### src/rtl/vga_out_pkg.sv
// vga_out_pkg: shared Bayer matrix, latency limits and colour type for the VGA output stage
package vga_out_pkg;
  localparam int LATENCY_MIN = 1;
  localparam int LATENCY_MAX = 4;
  localparam logic [0:3][0:3][3:0] BAYER4 = {
    4'd0,  4'd8,  4'd2,  4'd10,
    4'd12, 4'd4,  4'd14, 4'd6,
    4'd3,  4'd11, 4'd1,  4'd9,
    4'd15, 4'd7,  4'd13, 4'd5
  };
  typedef struct packed {
    logic [7:0] r;
    logic [7:0] g;
    logic [7:0] b;
  } rgb8_t;
endpackage

### src/rtl/vga_delay_line.sv
// vga_delay_line: DEPTH-stage shift register that loads RESET_VALUE on synchronous reset
module vga_delay_line #(
  parameter int WIDTH = 1,
  parameter int DEPTH = 1,
  parameter logic [WIDTH-1:0] RESET_VALUE = '0
) (
  input  logic             clk,
  input  logic             reset,
  input  logic [WIDTH-1:0] d,
  output logic [WIDTH-1:0] q
);
  logic [WIDTH-1:0] pipe [DEPTH];
  // Shift one stage per clock; reset flushes every stage at once
  always_ff @(posedge clk) begin
    if (reset) begin
      for (int i = 0; i < DEPTH; i++) pipe[i] <= RESET_VALUE;
    end else begin
      pipe[0] <= d;
      for (int i = 1; i < DEPTH; i++) pipe[i] <= pipe[i-1];
    end
  end
  assign q = pipe[DEPTH-1];
endmodule

### src/rtl/vga_dither_out.sv
// vga_dither_out: fixed-latency VGA output stage with ordered dither; VGA_DITHER_TEMPORAL_EN rotates the pattern per frame
module vga_dither_out
  import vga_out_pkg::*;
#(
  parameter int   LATENCY          = 2,
  parameter int   OUT_BITS         = 2,
  parameter logic SYNC_RESET_LEVEL = 1'b1
) (
  input  logic                clk,
  input  logic                reset,
  input  logic                in_hsync,
  input  logic                in_vsync,
  input  logic                in_hblank,
  input  logic                in_vblank,
  input  logic [1:0]          in_hpos,
  input  logic [1:0]          in_vpos,
  input  logic [7:0]          in_r,
  input  logic [7:0]          in_g,
  input  logic [7:0]          in_b,
  input  logic                dither_en,
  output logic                out_hsync,
  output logic                out_vsync,
  output logic                out_hblank,
  output logic                out_vblank,
  output logic [7:0]          out_r,
  output logic [7:0]          out_g,
  output logic [7:0]          out_b,
  output logic [OUT_BITS-1:0] out_rd,
  output logic [OUT_BITS-1:0] out_gd,
  output logic [OUT_BITS-1:0] out_bd
);
  localparam int CW = $bits(rgb8_t) + 3 * OUT_BITS;
  logic [1:0] hi, vi;
`ifdef VGA_DITHER_TEMPORAL_EN
  logic [1:0] fcnt;
  logic       vblank_q;
  // Advance the frame counter on each rising vblank so the pattern shifts diagonally per frame
  always_ff @(posedge clk) begin
    if (reset) begin
      fcnt     <= '0;
      vblank_q <= 1'b0;
    end else begin
      vblank_q <= in_vblank;
      fcnt     <= fcnt + 2'(in_vblank & ~vblank_q);
    end
  end
  assign hi = in_hpos + fcnt;
  assign vi = in_vpos + fcnt;
`else
  assign hi = in_hpos;
  assign vi = in_vpos;
`endif
  logic [7:0] t;
  assign t = dither_en ? 8'(BAYER4[vi][hi]) << (4 - OUT_BITS) : 8'd0;
  // Add threshold with saturation at 255 so bright pixels never wrap to dark
  function automatic logic [OUT_BITS-1:0] quant(input logic [7:0] c, input logic [7:0] th);
    logic [8:0] s;
    logic [7:0] sat;
    s   = {1'b0, c} + {1'b0, th};
    sat = s[8] ? 8'hFF : s[7:0];
    return sat[7 -: OUT_BITS];
  endfunction
  rgb8_t                 pix, po;
  logic [CW-1:0]         cq;
  logic [3:0]            sq;
  logic [OUT_BITS-1:0]   prd, pgd, pbd;
  logic                  blank;
  assign pix = {in_r, in_g, in_b};
  vga_delay_line #(.WIDTH(4), .DEPTH(LATENCY), .RESET_VALUE({SYNC_RESET_LEVEL, SYNC_RESET_LEVEL, 2'b00})) u_sync (
    .clk(clk), .reset(reset),
    .d({in_hsync, in_vsync, in_hblank, in_vblank}),
    .q(sq)
  );
  vga_delay_line #(.WIDTH(CW), .DEPTH(LATENCY), .RESET_VALUE('0)) u_col (
    .clk(clk), .reset(reset),
    .d({pix, quant(in_r, t), quant(in_g, t), quant(in_b, t)}),
    .q(cq)
  );
  assign {out_hsync, out_vsync, out_hblank, out_vblank} = sq;
  assign {po, prd, pgd, pbd} = cq;
  assign blank  = out_hblank | out_vblank;
  assign out_r  = blank ? 8'd0 : po.r;
  assign out_g  = blank ? 8'd0 : po.g;
  assign out_b  = blank ? 8'd0 : po.b;
  assign out_rd = blank ? '0 : prd;
  assign out_gd = blank ? '0 : pgd;
  assign out_bd = blank ? '0 : pbd;
endmodule

### config.mk
export PLATFORM = sky130hd
export DESIGN_NAME = vga_dither_out
export DESIGN_NICKNAME = d
export VERILOG_FILES = /design/src/rtl/vga_out_pkg.sv /design/src/rtl/vga_delay_line.sv /design/src/rtl/vga_dither_out.sv
export SDC_FILE = /design/constraint.sdc
export NUM_CORES = 1
export LEC_CHECK = 0
export ABC_CLOCK_PERIOD_IN_PS = 3800
export CORE_MARGIN = 2
export CORE_UTILIZATION = 50
export DETAILED_ROUTE_END_ITERATION = 12
export GPL_ROUTABILITY_DRIVEN = 0
export GPL_TIMING_DRIVEN = 0
export PLACE_DENSITY = 0.84
export RECOVER_POWER = 100
export SYNTH_ARGS = -nofsm -noshare
export SYNTH_HDL_FRONTEND = slang
export SYNTH_SLANG_ARGS = --single-unit
### constraint.sdc
create_clock -name clk -period 3.8 [get_ports clk]
set_input_delay 0.38 -clock clk [delete_from_list [all_inputs] [get_ports clk]]
set_output_delay 0.38 -clock clk [all_outputs]
set_load 0.05 [all_outputs]
==> metrics.txt, run 1 <==
CP max-delay cell dlygate4sd3_1; power consumption 1.46 mW; Overflow after GRT 0; EDFF count, synth 0; Site Rows 24; sequential area share after synthesis 0.583; placed insts 335; Fmax between 0.3 and 0.4 GHz; RSZ-0062 raised after global routing false; post-CTS setup buffer count 0; die width 72.3 um; Clock transition at path regs 70 ps; Root Driver clkbuf_8; Period Utilization, post-route 0.711; setup TNS 0 ps; FFs w/ async S/R, synth 0; post-CTS resize count 0; CP startpoint u_sync.pipe[0][4]; Vias/cell 4.70; Crit. End Element primary output; worst skew pair latency 340 ps; critical path arrival 2320 ps; Critical Path Start Type register; Pleak 1.40 nW; worst reg2reg path depth 1; worst-margin pin slew ~520 ps; Final Skew around 3.9 ps; CTS tree built; Req. time, crit path 3420 ps; DPL Wire Length 3220 um; worst setup path endpoint out_g[4]; global-route usage over all layers 0.190; met2 routed WL 2160 um; CTS Buf Count 9; Die Height between 70 and 80 um; FF-to-FF End u_sync.pipe[0][6]; Final Critical Period 2700 ps; Synth area leaders dfxtp_1 (58%), nor2b_1 (15%), and2_1 (8.0%); global-route wire length before repair between 7000 and 8000 um; max-cap viol count 0; final instance area approximately 3200 um2; Area Growth Syn to Fin 38.5%; Final WS setup 1100 ps; final WL around 4300 um; Pins Over Slew Limit 0; antenna violations before repair 0; count of cell types in the netlist 27; P per Cell Area 453 nW/um2; DR WL met3 about 270 um; Seq cells post-synth 68; Place WS 1190 ps; Peak VDD IR 0.282 mV; share of cells above drive strength 1 0.0836; H-tree levels 3; ys flop type dfxtp_1; Final #Nets ~340; WS Path Type register to primary output; Ys Warns 0; outcome completed; Core ar. 4410 um2; Post-Syn Area roughly 2300 um2; CTS Hold Bufs 0; flop-to-flop setup slack 3140 ps; Metal-1 WL 1770 um; Final Hold Fails 0; Port Buffers 67; hold depth 1; syn nets 257; final setup fails 0; antenna cells 0; maximum root-to-sink buffer count 2; post-synth top area share 0.583; Initial Util 0.529; Area after DPL 3070 um2; Synth Instances 216; Max stage delay on crit path 880 ps; initial DRC count 71; DRC violations left 0; top sig layer met4; worst relative slew slack 0.654; IO Count between 60 and 70; reg2reg start u_sync.pipe[0][2]; largest net degree at the start of global routing 12; fill count 321; wire length per cell 12.3 um; Synth area leader dfxtp_1; vias in the first global route 1612; crit-path cells nor2_1, clkbuf_1, and2_1, dlygate4sd3_1; Hold Path Class register to register; non-filler cells, final 351; Clock Sink Count 68; drt first pass iters 4; die area 5230 um2; worst-path fanout max 10; Mapped Avg Cell Area 10.8 um2; Antenna Nets Post-Route 0; via count around 1700
[critical path: cells and delay by family (launching register included)]
family        cells  cell delay (ps)
flops             1              310
buf+inv           2             1270
simple gates      2              400
[synth_stat cells (3+ instances only)]
cell,number
nand3_1,3
clkbuf_1,10
ha_1,6
and2_1,30
a21oi_1,7
a21o_1,4
nor2_1,5
nor2b_1,55
or2_2,4
dfxtp_1,68
inv_1,3
[final cells by class]
cell class / count / area (um2) / area share
buffer: 11 / 48.8 / 0.0151
clock buffer: 12 / 145 / 0.0449
clock inverter: 4 / 25.0 / 0.00774
inverter: 3 / 11.3 / 0.00348
multi-input combinational: 134 / 906 / 0.280
sequential: 68 / 1360 / 0.421
tap: 52 / 65.1 / 0.0201
timing repair buffer: 67 / 671 / 0.207
[per-stage QoR]
step | util | hold slack [ps]
4_1_cts | 0.734 | 414
3_3_place_gp | 0.696 | 392
6_report | 0.732 | 413
5_1_grt | 0.732 | 435
2_1_floorplan | - | 389
3_5_place_dp | 0.696 | 396
[flip-flops by register name, indices dropped and copies added (netlist names)]
register     flops
u_col.pipe      60
u_sync.pipe      8
[power by group]
part           internal, mW  total [mW]  leakage [nW]  switching (mW)
Clock                 0.252       0.505        0.0824           0.252
Combinational        0.0892       0.204         0.759           0.115
Sequential            0.749       0.756         0.563         0.00694
Total                  1.09        1.46          1.40           0.374
[cell families after synthesis]
family                   synth area share
multiplexers                      0.00429
AO/OA/AOI/OAI                      0.0713
flip-flops                          0.583
XOR/XNOR                           0.0107
AND/OR/NAND/NOR                     0.273
buffers and inverters              0.0257
adder cells (fa/ha/maj)            0.0322
[layout by cell type (no fill, tap or decap), drive strengths merged, types with 3 or more instances in the layout]
cell type	instances
clkbuf	22
and2	32
nand3	3
nor2	5
clkdlybuf4s50	25
dfxtp	68
ha	6
a41o	3
nor2b	55
dlygate4sd3	42
a21oi	7
a21o	4
or2	4
inv	3
[routing by layer]
layer / vias to the layer above / track usage
met5: - / 0
met4: 0 / 0.107
met3: 10 / 0.0611
met2: 52 / 0.317
met1: 736 / 0.214
li1: 853 / -
[worst min path at each step]
stage	end	startpoint	slack [ps]
6_report	u_sync.pipe[0][7]	u_sync.pipe[0][3]	410
5_1_grt	u_sync.pipe[0][7]	u_sync.pipe[0][3]	440
2_1_floorplan	u_sync.pipe[0][6]	u_sync.pipe[0][2]	390
3_3_place_gp	u_sync.pipe[0][6]	u_sync.pipe[0][2]	390
4_1_cts	u_sync.pipe[0][7]	u_sync.pipe[0][3]	410
3_5_place_dp	u_sync.pipe[0][6]	u_sync.pipe[0][2]	400
(Power assumes the default switching activity.)
==> run 2, diff against run 1 <==
Settings changed: ABC_CLOCK_PERIOD_IN_PS 3800 to 2700, CORE_UTILIZATION 50 to 46, PLACE_DENSITY 0.84 to 0.78.
Clock period 3.8 ns to 2.7 ns, I/O delays scaled along.
==> run 2 against run 1 <==
Compared with the run above:
- global-route usage is 2.4 points lower
- hold slack got worse by 83 ps
- power is 59% higher
- via count is 2.5% lower
- worst setup slack worse by 890 ps
- die area grew 8.2%
- sequential power increased by 40%
- final cell count rose by 4.0%
==> metrics.txt, run 2 (synthesis gave the netlist of run 1 again) <==
Crit. End Element primary output; global-route usage over all layers 0.166; CTS tree built; Final Hold Fails 0; most frequent cells in the layout dfxtp_1 (68), nor2b_1 (55), clkdlybuf4s50_1 (36); antenna cells 0; Hold Path Class primary input to register; Pleak around 1.4 nW; via count 1610; Overflow after GRT 0; Critical Path Start Type register; post-CTS setup buffer count 0; crit-path cells nor2_1, clkbuf_1, and2_1, dlygate4sd3_1; Clock transition at path regs 70 ps; IO Count 69; DPL Wire Length 3030 um; Largest register FFs 60; setup TNS 0 ps; Port Buffers 67; outcome completed; WS Path Type register to primary output; share of cells above drive strength 1 0.0906; commonest non-fill, non-tap cell in the layout dfxtp_1; worst skew pair latency 330 ps; DRC violations left 0; initial DRC count 62; Final #Nets roughly 340; Core ar. 4820 um2; Initial Util 0.485; maximum root-to-sink buffer count 2; final WL ~4200 um; CP max-delay cell dlygate4sd3_1; vias in the first global route between 1000 and 1500; Site Rows 25; P per Cell Area 701 nW/um2; Req. time, crit path 2430 ps; GR Util met1 0.193; critical path arrival 2220 ps; drt first pass iters 4; wire length per cell 11.5 um; Root Driver clkbuf_8; CTS Hold Bufs 0; Antenna Nets Post-Route 0; Pins Over Slew Limit 0; met2 Use GR 0.263; worst-path fanout max 10; Final WS setup 215 ps; biggest regs u_col.pipe: 60 flops, u_sync.pipe: 8 flops; Fmax 0.402 GHz; H-tree levels 3; Vias/cell 4.41; post-CTS resize count 0; Die Height 75.2 um; final core utilization 0.690; Place WS 273 ps; largest net degree at the start of global routing 12; power consumption 2.33 mW; Clock Sink Count 68; final setup fails 0; Final Skew 3.51 ps; Period Utilization, post-route 0.921; Area Growth Syn to Fin 42.4%; Final Critical Period between 2000 and 2500 ps; Biggest register u_col.pipe; worst relative slew slack 0.646; die area 5660 um2; worst-margin pin slew 530 ps; RSZ-0062 raised after global routing false; antenna violations before repair 0; die width 75.2 um; max-cap viol count 0; met3 Track Usage GR 0.0589; GRT Max-Usage Layer met2; Peak VDD IR 0.433 mV; CTS Buf Count 9; Max stage delay on crit path slightly below 900 ps; global-route wire length before repair approximately 6600 um
run 2: changes by cell type in the layout (fill, tap and decap cells not counted), sizes merged:
cell           delta
clkdlybuf4s50    +11
dlygate4sd3      -11
bufinv            +3
clkbuf            -2
clkinvlp          -2
run 2: metal layers:
layer	share of wire	up-vias
met1	0.43	699
met3	0.057	9
li1	-	851
met4	0.024	0
met2	0.49	51
met5	0	-
run 2: worst paths after layout:
kind | slack [ps] | start | cells past startpoint | to
max reg2reg | 2040 | u_sync.pipe[0][3] | 1 | u_sync.pipe[0][7]
max | 210 | u_sync.pipe[0][4] | 4 | out_g[2]
min reg2reg | 410 | u_sync.pipe[0][2] | 1 | u_sync.pipe[0][6]
min | 330 | reset | 2 | u_col.pipe[0][38]
run 2: report_power, final:
part | internal, mW | total, mW | switching, mW
sequential | 1.05 | 1.06 | 0.00887
clock | 0.630 | 0.978 | 0.348
combinational | 0.128 | 0.289 | 0.161
total | 1.81 | 2.33 | 0.518
run 2: through the flow:
stage	cells	hold slack, ps	cell area, um2
2_1_floorplan	216	374	2330
3_3_place_gp	350	394	3090
3_5_place_dp	350	402	3090
4_1_cts	365	316	3330
5_1_grt	365	362	3330
6_report	365	330	3330
run 2: cell type report:
type | count | area (um2)
Buffer | 11 | 48.8
Clock buffer | 10 | 138
Clock inverter | 5 | 100
Fill cell | 400 | 1490
Inverter | 3 | 11.3
Multi-Input combinational cell | 134 | 912
Sequential cell | 68 | 1360
Tap cell | 67 | 83.8
Timing Repair Buffer | 67 | 671
run 2: worst max-delay path: cells and delay by family (launching register included):
family / cells / cell delay [ps]
buf+inv: 2 / 1200
simple gates: 2 / 360
flops: 1 / 310
